$ cat src/rtl/ref_row_writer.sv
// ref_row_writer: streams search-area beats into 16 row banks, counting committed rows
// and holding back the first beat of a row until the reader has released a bank.
module ref_row_writer #(
    parameter int PIX_W     = 8,
    parameter int BEAT_PIX  = 8,
    parameter int ROW_BEATS = 8,
    parameter int NUM_BANKS = 16,
    localparam int DW       = BEAT_PIX * PIX_W,
    localparam int AW       = $clog2(ROW_BEATS)
) (
    input  logic          clk,
    input  logic          rst,
    input  logic          start,
    input  logic [6:0]    area_rows,
    input  logic          in_valid,
    output logic          in_ready,
    input  logic [DW-1:0] in_data,
    input  logic          rd_row_done,
    output logic          wr_en,
    output logic [3:0]    wrR_sel,
    output logic [AW-1:0] wr_addr,
    output logic [DW-1:0] wr_data,
    output logic [6:0]    row_count,
    output logic [4:0]    rows_avail,
    output logic          busy,
    output logic          area_done
);
    typedef enum logic [1:0] {IDLE, WRITE, DONE} state_t;
    state_t state, state_nx;
    logic [6:0] area_q;
    logic [AW-1:0] beat_idx;
    logic start_ok, accept, last, area_end;
    assign start_ok = state == IDLE && start && rows_avail == 5'd0;
    assign area_end = row_count == area_q;
    assign accept   = in_valid && in_ready;
    assign last     = accept && beat_idx == AW'(ROW_BEATS - 1);
    always_ff @(posedge clk)
        if (rst) state <= IDLE;
        else     state <= state_nx;
    always_comb begin
        state_nx = state;
        case (state)
            IDLE:    if (start_ok) state_nx = area_rows == 7'd0 ? DONE : WRITE;
            WRITE:   if (area_end) state_nx = DONE;
            default: state_nx = IDLE;
        endcase
    end
    // once the final row is committed, stop taking beats until the area closes
    always_comb begin
        busy      = state != IDLE;
        area_done = state == DONE;
        in_ready  = state == WRITE && !area_end && (beat_idx != '0 || rows_avail < 5'(NUM_BANKS));
    end
    always_ff @(posedge clk) begin
        if (rst) begin
            wr_en      <= 1'b0;
            wrR_sel    <= '0;
            wr_addr    <= '0;
            wr_data    <= '0;
            row_count  <= '0;
            rows_avail <= '0;
            beat_idx   <= '0;
            area_q     <= '0;
        end else begin
            wr_en <= accept;
            if (accept) begin
                wrR_sel  <= row_count[3:0];
                wr_addr  <= beat_idx;
                wr_data  <= in_data;
                beat_idx <= beat_idx + 1'b1;
            end
            if (start_ok) begin
                area_q    <= area_rows;
                row_count <= '0;
                beat_idx  <= '0;
            end else if (last) begin
                row_count <= row_count + 7'd1;
            end
            if (last && !rd_row_done) rows_avail <= rows_avail + 5'd1;
            else if (rd_row_done && !last && rows_avail != 5'd0) rows_avail <= rows_avail - 5'd1;
        end
    end
endmodule
$ cat config.mk
export PLATFORM = sky130hd
export DESIGN_NAME = ref_row_writer
export DESIGN_NICKNAME = d
export VERILOG_FILES = /design/src/rtl/ref_row_writer.sv
export SDC_FILE = /design/constraint.sdc
export NUM_CORES = 1
export LEC_CHECK = 0
export ABC_AREA = 1
export ABC_CLOCK_PERIOD_IN_PS = 3100
export BUFFER_PORTS_ARGS = -buffer_cell sky130_fd_sc_hd__buf_2
export CORE_MARGIN = 4
export CORE_UTILIZATION = 45
export CTS_CLUSTER_DIAMETER = 120
export DETAILED_ROUTE_END_ITERATION = 16
export GPL_TIMING_DRIVEN = 0
export PLACE_DENSITY_LB_ADDON = 0.2
export SETUP_SLACK_MARGIN = 0.02
export SLEW_MARGIN = 20
export SYNTH_ARGS = -nofsm -noshare
export SYNTH_HDL_FRONTEND = slang
export SYNTH_SLANG_ARGS = --single-unit
$ cat constraint.sdc
create_clock -name clk -period 3.1 [get_ports clk]
set_input_delay 0.31 -clock clk [delete_from_list [all_inputs] [get_ports clk]]
set_output_delay 0.31 -clock clk [all_outputs]
set_load 0.01 [all_outputs]
## Word level (Yosys, flattened, before mapping)

Cells that the tools add are included.

| storage, ports and cells | value |
|---|---|
| logic and storage cells | 48 |
| bits of input ports | 76 |
| register bits | 96 |

| operators by class | value |
|---|---|
| $add $sub $neg | 4 |
| mux-type cells | 6 |
| equality and inequality tests | 6 |
| reductions and logical operators | 22 |
| $lt $le $gt $ge | 1 |

Operators with widths:

| operator | number |
|---|---|
| 5-bit two-way mux | 2 |
| 1-bit logical AND | 9 |
| 7-bit by 1-bit adder with 7-bit output, second input constant | 1 |
| 7-bit equality test | 1 |
| 7-bit zero test | 1 |
| 2-bit two-way mux | 3 |
| 5-bit by 1-bit adder with 5-bit output, second input constant | 1 |
| 5-bit zero test | 1 |
| 5-bit < comparator, second input constant | 1 |
| 5-bit nonzero test | 1 |
| 5-bit by 1-bit subtractor with 5-bit output, second input constant | 1 |
| 2-bit inequality test, second input constant | 2 |
| 2-bit case mux with 2 select lines | 1 |
| 2-bit nonzero test | 2 |
| 3-bit by 1-bit adder with 3-bit output, second input constant | 1 |
| 3-bit equality test, second input constant | 1 |
| 1-bit zero test | 3 |
| 3-bit nonzero test | 1 |
| 2-bit by 1-bit equality test with 1-bit output, second input constant | 1 |
| 2-bit equality test, second input constant | 1 |
| 2-bit zero test | 1 |
| 2-bit AND reduction | 1 |
| 2-bit OR reduction | 1 |
| 1-bit logical OR | 1 |

## Longest topological paths before layout

| depth | value |
|---|---|
| depth after elaboration | 11 |
| gate-level depth with buffers | 18 |
| gate-level depth less buffers | 18 |

## Least setup slack after synthesis

No wires, ideal clock.

| timing | value |
|---|---|
| kind | register to register |
| start point | register row_count[0] |
| end point | register rows_avail[4] |
| setup slack | 879 ps |
| data required time | 2,985 ps |
| arrival time | 2,106 ps |
| path buffers | 0 |
| cell stages (with the launch flop) | 19 |
| cells stage by stage | dfxtp_1 > inv_1 > nand2_1 > nand2_1 > nand2_1 > nor2_2 > nand2_2 > nand4_4 > nor2_4 > nand2_4 > ha_1 > inv_1 > o21bai_1 > a31oi_1 > inv_1 > nand3_1 > nand3_1 > nand2_1 > nor2_1 |

| between the ends | value |
|---|---|
| longest elaborated chain between the ends | 10 |
| elaborated cells between the ends (all ways) | 12 |

RTL lines:

| what | RTL line | source |
|---|---|---|
| start, declared | 23 | `output logic [6:0] row_count,` |
| start signal, assigned | 77 | `row_count <= row_count + 7'd1;` |
| 7-bit equality test * | 34 | `assign area_end = row_count == area_q;` |
| 1-bit zero test * | 52 | `in_ready = state == WRITE && !area_end && (beat_idx != '0 \|\| rows_avail < 5'(NUM_BANKS));` |
| 1-bit logical AND * (2 in series) | 52 |  |
| 1-bit logical AND * | 35 | `assign accept = in_valid && in_ready;` |
| 1-bit logical AND * | 36 | `assign last = accept && beat_idx == AW'(ROW_BEATS - 1);` |
| 1-bit zero test | 80 | `else if (rd_row_done && !last && rows_avail != 5'd0) rows_avail <= rows_avail - 5'd1;` |
| 1-bit logical AND (2 in series) | 80 |  |
| 2-bit nonzero test (no source line) | n/a |  |
| end signal, assigned | 79 | `if (last && !rd_row_done) rows_avail <= rows_avail + 5'd1;` |
| end signal, assigned | 80 |  |
| end, declared | 24 | `output logic [4:0] rows_avail,` |

Mark *: on every way between the ends. The rest lies on a longest branch, timed or not.
A chain may end at the register's enable or synchronous reset.

## Worst setup path in the final report

Ends and elaborated chain as after synthesis.

==> qor.yml <==
path_max_fanout: 10
drt-initial-drc-count: 91
gp_congestion: 0.8024
cts.sinks: 96
slew_headroom_pct: 63.55
skew_ns: 0.008362
cp-start-kind: "register"
io_buffers: 161
power_mw: 3.505
tns_ns: 0
ir_drop_uv: 315.2
nNetsFinal: 756
pin_count: 163
rows: 33
layout-drive-gt1-share_pct: 31.17
setup_viol: 0
path_class: "reg -> reg"
finalMaxSlewViolations: 0
syn_to_final_growth_pct: 30.34
final_cell_mix: "170 x nand2_1, 164 x buf_2, 96 x dfxtp_1"
mostFrequentLayoutCell: "nand2_1"
syn_inst: 500
grt_pass1_vias: 3668
grt_pass1_wl_um: 16310
dr_total_vias: 3775
synth_nets: 584
drc_errors: 0
rr_worst_depth: 16
cts_root_buffer: "clkbuf_8"
avgSynthCellArea_sq_um: 7.727
grt_antenna_before_repair: 0
finalHoldViolCount: 0
cts_tree: "yes"
min_from: "in_data[57]"
cts_setup_buffers: 0
grtUsageTotal_pct: 19.76
grt_overflow: 0
vias_per_cell: 4.827
cts.path.max_buffers: 2
min_period_ns: 2.482
max_freq_ghz: 0.4030
rr_startpoint: "row_count[0]"
ant_nets: 0
clk_pin_slew_worst_paths_ns: 0.10
post-route-period-util_pct: 80.05
required_ns: 3.35
p_leak_nw: 2.369
r2r_slack_ns: 0.62
ctsHoldBuffers: 0
crit_arrival_ns: 2.73
cts_max_level: 3
wl_per_cell_um: 12.90
cts_buffers: 9
outcome: "finished, final reports clean"
drt-total-wl_um: 10080
worstSetupEndpointType: "register"
powerDensity_nw_per_um2: 695.9
r2r_end: "rows_avail[4]"
seq_area_frac_synth_pct: 49.74
place_hpwl_um: 7756
drv_cap: 0
chipWidth_um: 100.7
hp-class: "in -> reg"
whs_endpoint: "wr_data[57]"
synthDistinctLibCells: 34
clock_latency_ns: 0.35
grt_max_degree: 18
dr.pass1.iters: 4
fp.dieH_um: 100.7
hold_depth: 3
nFillCells: 787
worst_pin_slew_ns: 0.5468
core-area_sq_um: 8299
synth-seq-cells: 96
cts_resized: 0
die-area_sq_um: 10130
synth_warnings: 0
synth.cell_area_sq_um: 3864
rsz0062_at_grt: "no"
n_antenna_cell: 0
start_util_pct: 46.56
[cell type report]
type	instances	area, sq um	share of cell area (%)
plain buffers	26	172.7	3.429
repair buffers	161	805.8	16.00
multi-input cells	343	1638	32.52
clock buffers	10	137.6	2.733
well taps	105	131.4	2.609
flip-flops and latches	96	1922	38.16
clock inverters	6	97.59	1.938
inverters	35	131.4	2.609
[through the flow]
step           instance area [sq um]  cells  util (%)  hold slack, ns  worst slack (ns)
3_5_place_dp                    4801    766     57.85          0.4527            0.6489
2_1_floorplan                   3864    500         -          0.4390            0.8794
3_3_place_gp                    4801    766     57.85          0.4481            0.7048
6_report                        5036    782     60.68          0.1871            0.6185
5_1_grt                         5036    782     60.68          0.1702            0.3765
4_1_cts                         5036    782     60.68          0.1697            0.6124
[layer usage]
metal	up-vias	routed length [um]	GRT usage, %	part of all wire [%]
li1	1945	-	-	-
met1	1709	4257	23.50	42
met2	109	4890	34.63	48
met3	12	774	4.844	7.7
met4	0	162	6.736	1.6
met5	-	0	0	0
[power breakdown]
part	internal (mW)	switching, mW	total (mW)
Sequential	1.40	0.102	1.50
Clock	0.490	0.451	0.941
Combinational	0.421	0.639	1.06
Total	2.31	1.19	3.50
[registers in the layout, indices dropped and copies added (netlist names)]
name and count:
beat_idx 3, row_count 7, state 2, rows_avail 5
wr_data 64, wrR_sel 4, wr_en 1, wr_addr 3
area_q 7
[logic make-up (layout without fill, tap and decap cells)]
group           Yosys count  count (layout)  synth area share, %
compound gates          108             108                14.48
xor+xnor                  6               6                1.360
fa+ha+maj                 8               8                2.785
buf+inv                  61             238                7.869
flops                    96              96                49.74
simple gates            221             221                23.77
[cell usage after synthesis]
cell | n | share of area [%]
a211oi_1 | 2 | 0.39
a21oi_1 | 86 | 11
a21oi_2 | 1 | 0.23
a31oi_1 | 1 | 0.16
a41oi_1 | 1 | 0.23
and3_1 | 1 | 0.16
buf_2 | 3 | 0.39
buf_4 | 13 | 2.5
buf_6 | 1 | 0.29
bufbuf_8 | 1 | 0.49
clkbuf_1 | 8 | 0.78
clkinv_1 | 1 | 0.097
dfxtp_1 | 96 | 50
fa_1 | 1 | 0.52
ha_1 | 7 | 2.3
inv_1 | 30 | 2.9
inv_2 | 4 | 0.39
nand2_1 | 170 | 17
nand2_2 | 3 | 0.49
nand2_4 | 2 | 0.58
nand3_1 | 7 | 0.91
nand4_1 | 4 | 0.65
nand4_4 | 1 | 0.55
nor2_1 | 23 | 2.2
nor2_2 | 3 | 0.49
nor2_4 | 1 | 0.29
nor3_1 | 2 | 0.26
nor4_1 | 3 | 0.49
o21ai_0 | 14 | 1.8
o21ai_1 | 1 | 0.13
o21bai_1 | 2 | 0.39
or2_2 | 1 | 0.16
xnor2_1 | 2 | 0.45
xor2_1 | 4 | 0.91
[how the worst max path moves through the flow]
| stage | end | cells past startpoint | start | slack, ns |
|---|---|---|---|---|
| after global placement | rows_avail[4] | 16 | row_count[0] | 0.70 |
| final | rows_avail[4] | 16 | row_count[0] | 0.62 |
| after global routing | rows_avail[4] | 16 | row_count[3] | 0.38 |
| after floorplan | rows_avail[4] | 18 | row_count[0] | 0.88 |
| after CTS | rows_avail[4] | 16 | row_count[0] | 0.61 |
| after detailed placement | rows_avail[4] | 16 | row_count[0] | 0.65 |
[critical path, stage by stage (launching register included)]
cell and delay, ns:
dfxtp_1 0.42, inv_1 0.13, nand2_1 0.07, nand2_1 0.05
nand2_1 0.07, nor2_2 0.05, nand2_2 0.08, nand4_4 0.11
nor2_4 0.27, nand2_4 0.12, ha_1 0.31, inv_1 0.09
o21bai_1 0.07, a31oi_1 0.19, nand3_1 0.13, a21oi_1 0.16
nor2_1 0.07
Note: power is estimated with default switching activity, not from simulation.
